File: src/rtl/egg_timer_pkg.sv
// Shared state codes, BCD digit type and preset limits for the egg timer.
// The auto-clear build option is selected with the EGG_TIMER_AUTO_CLEAR_EN macro.
package egg_timer_pkg;

    typedef logic [3:0] bcd_t;

    localparam logic [3:0] StIdle  = 4'd0;
    localparam logic [3:0] StRun   = 4'd1;
    localparam logic [3:0] StPause = 4'd2;
    localparam logic [3:0] StAlarm = 4'd3;

    localparam int unsigned MAX_MINS = 99;
    localparam int unsigned MAX_SECS = 59;

endpackage

File: src/rtl/bcd_mmss_dec.sv
// Combinational one-second decrement of a four-digit BCD mm:ss value.
// An all-zero input is held at zero; dec_zero flags an all-zero result.
module bcd_mmss_dec
    import egg_timer_pkg::*;
(
    input  bcd_t ones_secs,
    input  bcd_t tens_secs,
    input  bcd_t ones_mins,
    input  bcd_t tens_mins,
    output bcd_t dec_ones_secs,
    output bcd_t dec_tens_secs,
    output bcd_t dec_ones_mins,
    output bcd_t dec_tens_mins,
    output logic dec_zero
);

    logic in_zero;

    assign in_zero = (ones_secs == 4'd0) && (tens_secs == 4'd0) &&
                     (ones_mins == 4'd0) && (tens_mins == 4'd0);

    always_comb begin
        dec_ones_secs = ones_secs;
        dec_tens_secs = tens_secs;
        dec_ones_mins = ones_mins;
        dec_tens_mins = tens_mins;
        if (!in_zero) begin
            if (ones_secs != 4'd0) begin
                dec_ones_secs = ones_secs - 4'd1;
            end else begin
                dec_ones_secs = 4'd9;
                if (tens_secs != 4'd0) begin
                    dec_tens_secs = tens_secs - 4'd1;
                end else begin
                    // Seconds wrap 00 -> 59 and borrow a minute.
                    dec_tens_secs = 4'd5;
                    if (ones_mins != 4'd0) begin
                        dec_ones_mins = ones_mins - 4'd1;
                    end else begin
                        dec_ones_mins = 4'd9;
                        dec_tens_mins = tens_mins - 4'd1;
                    end
                end
            end
        end
    end

    assign dec_zero = (dec_ones_secs == 4'd0) && (dec_tens_secs == 4'd0) &&
                      (dec_ones_mins == 4'd0) && (dec_tens_mins == 4'd0);

endmodule

File: src/rtl/egg_timer_ctrl.sv
// Egg timer controller: preset load, 1 s BCD countdown with pause/resume and alarm.
// Define EGG_TIMER_AUTO_CLEAR_EN to make ALARM return to IDLE after ALARM_SECS ticks.
module egg_timer_ctrl
    import egg_timer_pkg::*;
#(
    parameter int unsigned CLK_HZ     = 50000000,
    parameter int unsigned ALARM_SECS = 10
) (
    input  logic       clock,
    input  logic       reset,
    input  logic       start_stop,
    input  logic       clear,
    input  logic [6:0] preset_mins,
    input  logic [5:0] preset_secs,
    output logic [3:0] ones_secs,
    output logic [3:0] tens_secs,
    output logic [3:0] ones_mins,
    output logic [3:0] tens_mins,
    output logic [3:0] state,
    output logic       running,
    output logic       alarm
);

    localparam int unsigned PW = (CLK_HZ > 1) ? $clog2(CLK_HZ) : 1;

    function automatic logic [7:0] to_bcd(input logic [6:0] v);
        logic [6:0] t;
        t = v / 7'd10;
        return {t[3:0], 4'(v - t * 7'd10)};
    endfunction

    logic [3:0]    state_q, state_d;
    logic [PW-1:0] presc_q, presc_d;
    bcd_t          os_q, ts_q, om_q, tm_q;
    bcd_t          os_d, ts_d, om_d, tm_d;
    logic          running_q, alarm_q;

    logic [6:0] mins_cl;
    logic [5:0] secs_cl;
    logic [7:0] mins_bcd, secs_bcd;
    logic       preset_zero;
    logic       tick;

    bcd_t dec_os, dec_ts, dec_om, dec_tm;
    logic dec_zero;

    assign mins_cl     = (preset_mins > 7'(MAX_MINS)) ? 7'(MAX_MINS) : preset_mins;
    assign secs_cl     = (preset_secs > 6'(MAX_SECS)) ? 6'(MAX_SECS) : preset_secs;
    assign mins_bcd    = to_bcd(mins_cl);
    assign secs_bcd    = to_bcd({1'b0, secs_cl});
    assign preset_zero = (mins_cl == 7'd0) && (secs_cl == 6'd0);
    assign tick        = (presc_q == PW'(CLK_HZ - 1));

    bcd_mmss_dec u_dec (
        .ones_secs     (os_q),
        .tens_secs     (ts_q),
        .ones_mins     (om_q),
        .tens_mins     (tm_q),
        .dec_ones_secs (dec_os),
        .dec_tens_secs (dec_ts),
        .dec_ones_mins (dec_om),
        .dec_tens_mins (dec_tm),
        .dec_zero      (dec_zero)
    );

`ifdef EGG_TIMER_AUTO_CLEAR_EN
    localparam int unsigned AW = (ALARM_SECS > 1) ? $clog2(ALARM_SECS + 1) : 1;
    logic [AW-1:0] acnt_q, acnt_d;
`endif

    always_comb begin
        state_d = state_q;
        presc_d = presc_q;
        os_d    = os_q;
        ts_d    = ts_q;
        om_d    = om_q;
        tm_d    = tm_q;
`ifdef EGG_TIMER_AUTO_CLEAR_EN
        acnt_d  = (state_q == StAlarm) ? acnt_q : '0;
`endif
        unique case (state_q)
            StRun: begin
                presc_d = tick ? '0 : presc_q + PW'(1);
                if (tick) begin
                    {tm_d, om_d, ts_d, os_d} = {dec_tm, dec_om, dec_ts, dec_os};
                end
                if (clear) begin
                    state_d = StIdle;
                end else if (tick && dec_zero) begin
                    state_d = StAlarm;
                end else if (start_stop) begin
                    state_d = StPause;
                end
            end
            StPause: begin
                if (clear) begin
                    state_d = StIdle;
                end else if (start_stop) begin
                    state_d = StRun;
                end
            end
            StAlarm: begin
`ifdef EGG_TIMER_AUTO_CLEAR_EN
                presc_d = tick ? '0 : presc_q + PW'(1);
                if (tick) begin
                    acnt_d = acnt_q + AW'(1);
                end
                if (clear || start_stop || (tick && acnt_q == AW'(ALARM_SECS - 1))) begin
                    state_d = StIdle;
                end
`else
                if (clear || start_stop) begin
                    state_d = StIdle;
                end
`endif
            end
            default: begin
                if (start_stop && !preset_zero) begin
                    state_d = StRun;
                end
            end
        endcase

        // IDLE tracks the preset; leaving IDLE latches it as the starting count.
        if (state_d == StIdle || state_q == StIdle) begin
            presc_d = '0;
            {tm_d, om_d} = mins_bcd;
            {ts_d, os_d} = secs_bcd;
        end
    end

    always_ff @(posedge clock) begin
        if (reset) begin
            state_q   <= StIdle;
            presc_q   <= '0;
            os_q      <= '0;
            ts_q      <= '0;
            om_q      <= '0;
            tm_q      <= '0;
            running_q <= 1'b0;
            alarm_q   <= 1'b0;
        end else begin
            state_q   <= state_d;
            presc_q   <= presc_d;
            os_q      <= os_d;
            ts_q      <= ts_d;
            om_q      <= om_d;
            tm_q      <= tm_d;
            running_q <= (state_d == StRun);
            alarm_q   <= (state_d == StAlarm);
        end
    end

`ifdef EGG_TIMER_AUTO_CLEAR_EN
    always_ff @(posedge clock) begin
        if (reset) begin
            acnt_q <= '0;
        end else begin
            acnt_q <= acnt_d;
        end
    end
`endif

    assign ones_secs = os_q;
    assign tens_secs = ts_q;
    assign ones_mins = om_q;
    assign tens_mins = tm_q;
    assign state     = state_q;
    assign running   = running_q;
    assign alarm     = alarm_q;

endmodule

File: config.mk
export PLATFORM = sky130hd
export DESIGN_NAME = egg_timer_ctrl
export DESIGN_NICKNAME = d
export VERILOG_FILES = /design/src/rtl/egg_timer_pkg.sv /design/src/rtl/bcd_mmss_dec.sv /design/src/rtl/egg_timer_ctrl.sv
export SDC_FILE = /design/constraint.sdc
export NUM_CORES = 1
export LEC_CHECK = 0
export CAP_MARGIN = 40
export CORE_UTILIZATION = 45
export DETAILED_ROUTE_END_ITERATION = 10
export GPL_ROUTABILITY_DRIVEN = 0
export PLACE_DENSITY_LB_ADDON = 0.08
export SKIP_LAST_GASP = 1
export SLEW_MARGIN = 10
export SYNTH_ARGS = -nofsm -noshare
export SYNTH_HDL_FRONTEND = slang
export SYNTH_SLANG_ARGS = --single-unit
File: constraint.sdc
create_clock -name clock -period 10.2 [get_ports clock]
set_input_delay 2.04 -clock clock [delete_from_list [all_inputs] [get_ports clock]]
set_output_delay 2.04 -clock clock [all_outputs]
set_load 0.01 [all_outputs]
* Word level (Yosys, flattened, before mapping)
Cells that the tools add are included.
** Cells by class
- Add/subtract/negate cells :: 7
- Multiply operators :: 2
- Divide/modulo/power cells :: 2
- Order comparisons :: 2
- Eq/ne operators :: 6
- Muxes and demuxes :: 36
- Reductions and logical operators :: 31
** Operators by type and width (number)
- $mux 4 :: 32
- $logic_not 4->1 :: 10
- $add 26x1->26 const B :: 1
- $eq 26x26->1 const B :: 1
- $mux 26 :: 1
- $sub 4x1->4 const B :: 4
- $mul 7x3->3 const B :: 2
- $eq 4x2->1 const B :: 3
- $pmux 4 s3 :: 1
- $reduce_bool 4->1 :: 3
- $logic_and 1x1->1 :: 9
- $eq 4x1->1 const B :: 2
- $sub 4x4->4 :: 2
- $div 6x4->7 const B :: 1
- $div 7x4->7 const B :: 1
- $gt 7x7->1 const B :: 1
- $logic_not 7->1 :: 1
- $mux 7 :: 1
- $gt 6x6->1 const B :: 1
- $logic_not 6->1 :: 1
- $mux 6 :: 1
- $reduce_bool 2->1 :: 2
- $logic_or 1x1->1 :: 2
- $reduce_and 2->1 :: 1
- 2 further kinds :: 2
** Word-level totals
- Register bits after elaboration :: 48
- Output and inout bits :: 22

* Depth between registers and ports, before layout
- Depth in word-level cells :: 17
- Depth in mapped cells :: 21
- Depth with buffers taken out :: 19

* Modules after synthesis
Synthesis repeated with hierarchy kept, for this count alone.
** Unflattened totals
- Cells, all modules :: 428
- Area, all modules :: 3393.3 sq um
** Modules (own cells, without submodules)
- egg_timer_ctrl :: times used 1, cells each 356, area each 2951.6 sq um, sequential area each 960.9 sq um
- bcd_mmss_dec :: times used 1, cells each 72, area each 441.7 sq um, sequential area each 0.0 sq um

* Worst setup path after synthesis
OpenSTA, ideal clock, no wires.
- Path kind :: input to register
- Start point :: input port preset_mins[4]
- End point :: register om_q[3], in the netlist ones_mins[3]
- Library setup time :: 133 ps
- Arrival :: 5706 ps
- Setup slack :: 4361 ps
- Stages on the path :: 20
- Path buffers :: 2
- Cell sequence :: buf_2 > nor2b_1 > a21oi_1 > ha_1 > or4b_2 > o32ai_1 > or4_1 > clkbuf_1 > o21ai_0 > and2_1 > ha_1 > nand2_1 > nand2_1 > a311oi_2 > ha_1 > inv_1 > fa_1 > xnor2_1 > xnor2_1 > a21oi_1
** On the way
- Cells in the longest elaborated chain, start to end :: 12
- Elaborated cells on any way between the ends :: 17
** RTL lines
- start: declaration :: line egg_timer_ctrl.sv:13 : input logic [6:0] preset_mins,
- $gt 7x7->1 :: line egg_timer_ctrl.sv:47 : assign mins_cl = (preset_mins > 7'(MAX_MINS)) ? 7'(MAX_MINS) : preset_mins;
- $mux 7 * :: line egg_timer_ctrl.sv:47
- branches (longest 10 deep; another with $div 7x4->7)
- end signal: assignment :: line egg_timer_ctrl.sv:147 : om_q <= om_d;
- end: declaration :: line egg_timer_ctrl.sv:34 : bcd_t os_q, ts_q, om_q, tm_q;
Mark *: on every way between the ends.
A chain may end at the register's enable or synchronous reset.

* Final worst setup path
- Start point :: input port preset_mins[6]
- End point :: register om_q[3], in the netlist ones_mins[3]
The elaborated chain is that of the path after synthesis.

==> results.sh <==
export IMPL_die_h_um=86.9
export IMPL_fmax_mhz=155
export IMPL_grt_max_degree=23
export IMPL_rsz0062_at_grt="false"
export IMPL_cts_tree="built"
export IMPL_cpPeakStageDelay_ns=0.79
export IMPL_ir_drop_mv=0.0515
export IMPL_outcome="completed"
export IMPL_dpl_hpwl_mm=5.91
export IMPL_path_cells="clkdlybuf4s50_1 > nand2_1 > and2_1 > ha_1 > or4b_2 > o32ai_1 > or4_1 > o21ai_0 > and2_1 > ha_1 > nand2_1 > nand2_1 > a311oi_2 > ha_1 > inv_1 > fa_1 > xnor2_1 > xnor2_1 > a21oi_1"
export IMPL_finalSetupTns_ns=0
export IMPL_crit_buf_inv=2
export IMPL_synth_edff_count=0
export IMPL_maxCapViolations=0
export IMPL_worstReg2RegStart="state[1]$_SDFF_PP0_"
export IMPL_synth_nets=456
export IMPL_place_inst=541
export IMPL_start_util_pct=47.2
export IMPL_num_rows=30
export IMPL_period_share_pct=63.4
export IMPL_cts_resized=0
export IMPL_wl_mm=7.89
export IMPL_start_kind="input pin"
export IMPL_dieArea_um2=7550
export IMPL_r2r_slack_ns=7.43
export IMPL_finalHoldViolCount=0
export IMPL_yosysSeqAreaShare_pct=29.6
export IMPL_netlist_area_um2=3240
export IMPL_r2r_end="presc_q[25]$_SDFFE_PP0P_"
export IMPL_pre_cts_ws_ns=3.41
export IMPL_syn_area_per_cell_um2=7.57
export IMPL_slew_headroom_pct=41.3
export IMPL_grt_pass1_wl_mm=13.1
export IMPL_ys_ff_latch=48
export IMPL_viasPerCell=5.83
export IMPL_drv_slew=0
export IMPL_final_cell_mix="nor2_1, dfxtp_1, clkdlybuf4s50_1"
export IMPL_ys_warn_count=0
export IMPL_clkTransAtPathRegs_ns=0.09
export IMPL_via_count=3200
export IMPL_fill_cells=674
export IMPL_fp_dieW_um=86.9
export IMPL_layout_drive_gt1_share_pct=4.86
export IMPL_diodes=0
export IMPL_cts_sinks=48
export IMPL_ioPinCount=39
export IMPL_fin_skew_ns=0.00765
export IMPL_cellPowerDensity_nw_per_um2=122
export IMPL_total_leakage_power_nw=1.27
export IMPL_crit_cells=19
export IMPL_crit_type="in2reg"
export IMPL_antenna_found_initial=0
export IMPL_cp_end_kind="flip-flop"
export IMPL_tightest_slew_ns=0.877
export IMPL_final_common_cell="nor2_1"
export IMPL_syn_inst=428
export IMPL_grt_use_total_pct=21.7
export IMPL_clockBufferDepth=2
export IMPL_cp_required_ns=10.38
export IMPL_layout_min_cycle_time_ns=6.47
export IMPL_grt_pass1_vias=2821
export IMPL_arrival_ns=6.64
export IMPL_critPathSlowestCell="clkdlybuf4s50_1"
export IMPL_dpl_instance_area_um2=3670
export IMPL_wl_per_cell_um=14.4
export IMPL_instances_no_fill=549
export IMPL_coreArea_um2=6870
export IMPL_cts_max_level=2
export IMPL_placement_io_buffers=38
export IMPL_drc=0
export IMPL_setup_ws_ns=3.73
export IMPL_root_buffer="clkbuf_8"
export IMPL_cp_endpoint="ones_mins[3]$_SDFFE_PP0P_"
export IMPL_fin_nets=480
export IMPL_design_area_um2=3760
export IMPL_drtIter0Drc=182
export IMPL_r2r_cells=7
export IMPL_cts_hold_buf=0
export IMPL_min_path_type="reg2reg"
export IMPL_setup_viol=0
export IMPL_clk_latency_ns=0.31
export IMPL_ys_flop_type="dfxtp_1"
export IMPL_ant_nets=0
export IMPL_startpoint="preset_mins[6]"
export IMPL_power_mw=0.460
export IMPL_syn2layout_area_growth_pct=16.1
export IMPL_yosys_cell_types_count=60
export IMPL_postCtsSetupBuffers=0
export IMPL_crit_family="simple AND/OR/NAND/NOR gates"
export IMPL_firstDrtPassIters=5
export IMPL_grt_overflow=0
export IMPL_crit_fanout=17
export IMPL_synthArstFlopShare_pct=0
export IMPL_cts_buffers_inserted=5
==> synth_stat cells, drive strengths merged (3+ instances only) <==
cell    number  area (um2)
nand3       12        60.1
nor3        17        95.1
nor2        65         244
a21oi       21         105
a41oi        3        26.3
buf          4        20.0
and2         7        43.8
or3b         3        26.3
or4          3        22.5
nor2b        4        25.0
clkbuf      18        67.6
a31oi        4        25.0
nand2       35         131
nor4         9        56.3
nand2b       3        18.8
and3        10        62.6
o21a         3        22.5
xnor2       13         114
dfxtp       48         961
ha           9         113
nand4       11        68.8
a21o         3        22.5
o21ai       22         110
or3         10        62.6
a211oi      12        90.1
or4b         3        30.0
mux2i        4        40.0
inv         14        52.6
xor2        15         131
nor3b        3        22.5
o31ai        4        30.0
==> power breakdown <==
part	internal (mW)	total, mW	switching (mW)
registers	0.196	0.213	0.0165
logic	0.0590	0.126	0.0673
clock network	0.0550	0.121	0.0664
==> worst min-delay path, delay by kind of cell (launching register included) <==
kind | cells | cell delay, ns
compound gates | 1 | 0.06
simple gates | 1 | 0.06
flops | 1 | 0.33
==> worst min path at each step <==
stage,start,end,slack (ns),cells past startpoint
floorplan,presc_q[1]$_SDFFE_PP0P_,presc_q[1]$_SDFFE_PP0P_,0.44,2
global placement,presc_q[1]$_SDFFE_PP0P_,presc_q[1]$_SDFFE_PP0P_,0.45,2
detailed placement,presc_q[23]$_SDFFE_PP0P_,presc_q[23]$_SDFFE_PP0P_,0.48,2
CTS,presc_q[23]$_SDFFE_PP0P_,presc_q[23]$_SDFFE_PP0P_,0.49,2
global route,presc_q[1]$_SDFFE_PP0P_,presc_q[1]$_SDFFE_PP0P_,0.52,2
finish,presc_q[1]$_SDFFE_PP0P_,presc_q[1]$_SDFFE_PP0P_,0.49,2
==> through the flow <==
stage	utilization [%]	hold WS, ns
finish	54.8	0.490
global route	54.8	0.522
CTS	54.8	0.491
detailed placement	53.4	0.478
global placement	53.4	0.452
floorplan	-	0.444
==> cell type report <==
type	count	area, um2	share of cell area (%)
clock buffers	6	82.6	2.19
multi-input cells	344	2150	57.0
clock inverters	2	15.0	0.399
repair buffers	39	388	10.3
flip-flops and latches	48	961	25.5
inverters	14	52.6	1.40
well taps	96	120	3.19
==> per-layer routing <==
metal	routed length, um	vias to the layer above	GRT usage (%)
li1	-	1600	-
met1	3700	1486	28.3
met2	3660	95	35.6
met3	326	19	3.13
met4	208	0	9.24
met5	0	-	0
==> kinds of logic after synthesis <==
kind of cell	share of synthesized area, %
AOI/OAI and AO/OA	19.3
xor gates and xnor gates	7.56
muxes	1.93
DFF	29.6
adders and majority gates	4.71
and+or+nand+nor	32.6
buffers and inverters	4.32
==> sequential cells by signal, summed over array words and instances, names as in the netlist <==
signal and flops:
tens_secs 4, presc_q 26, ones_secs 4, ones_mins 4
alarm 1, state 4, tens_mins 4, running 1
Power figures use the tool's default switching activity.
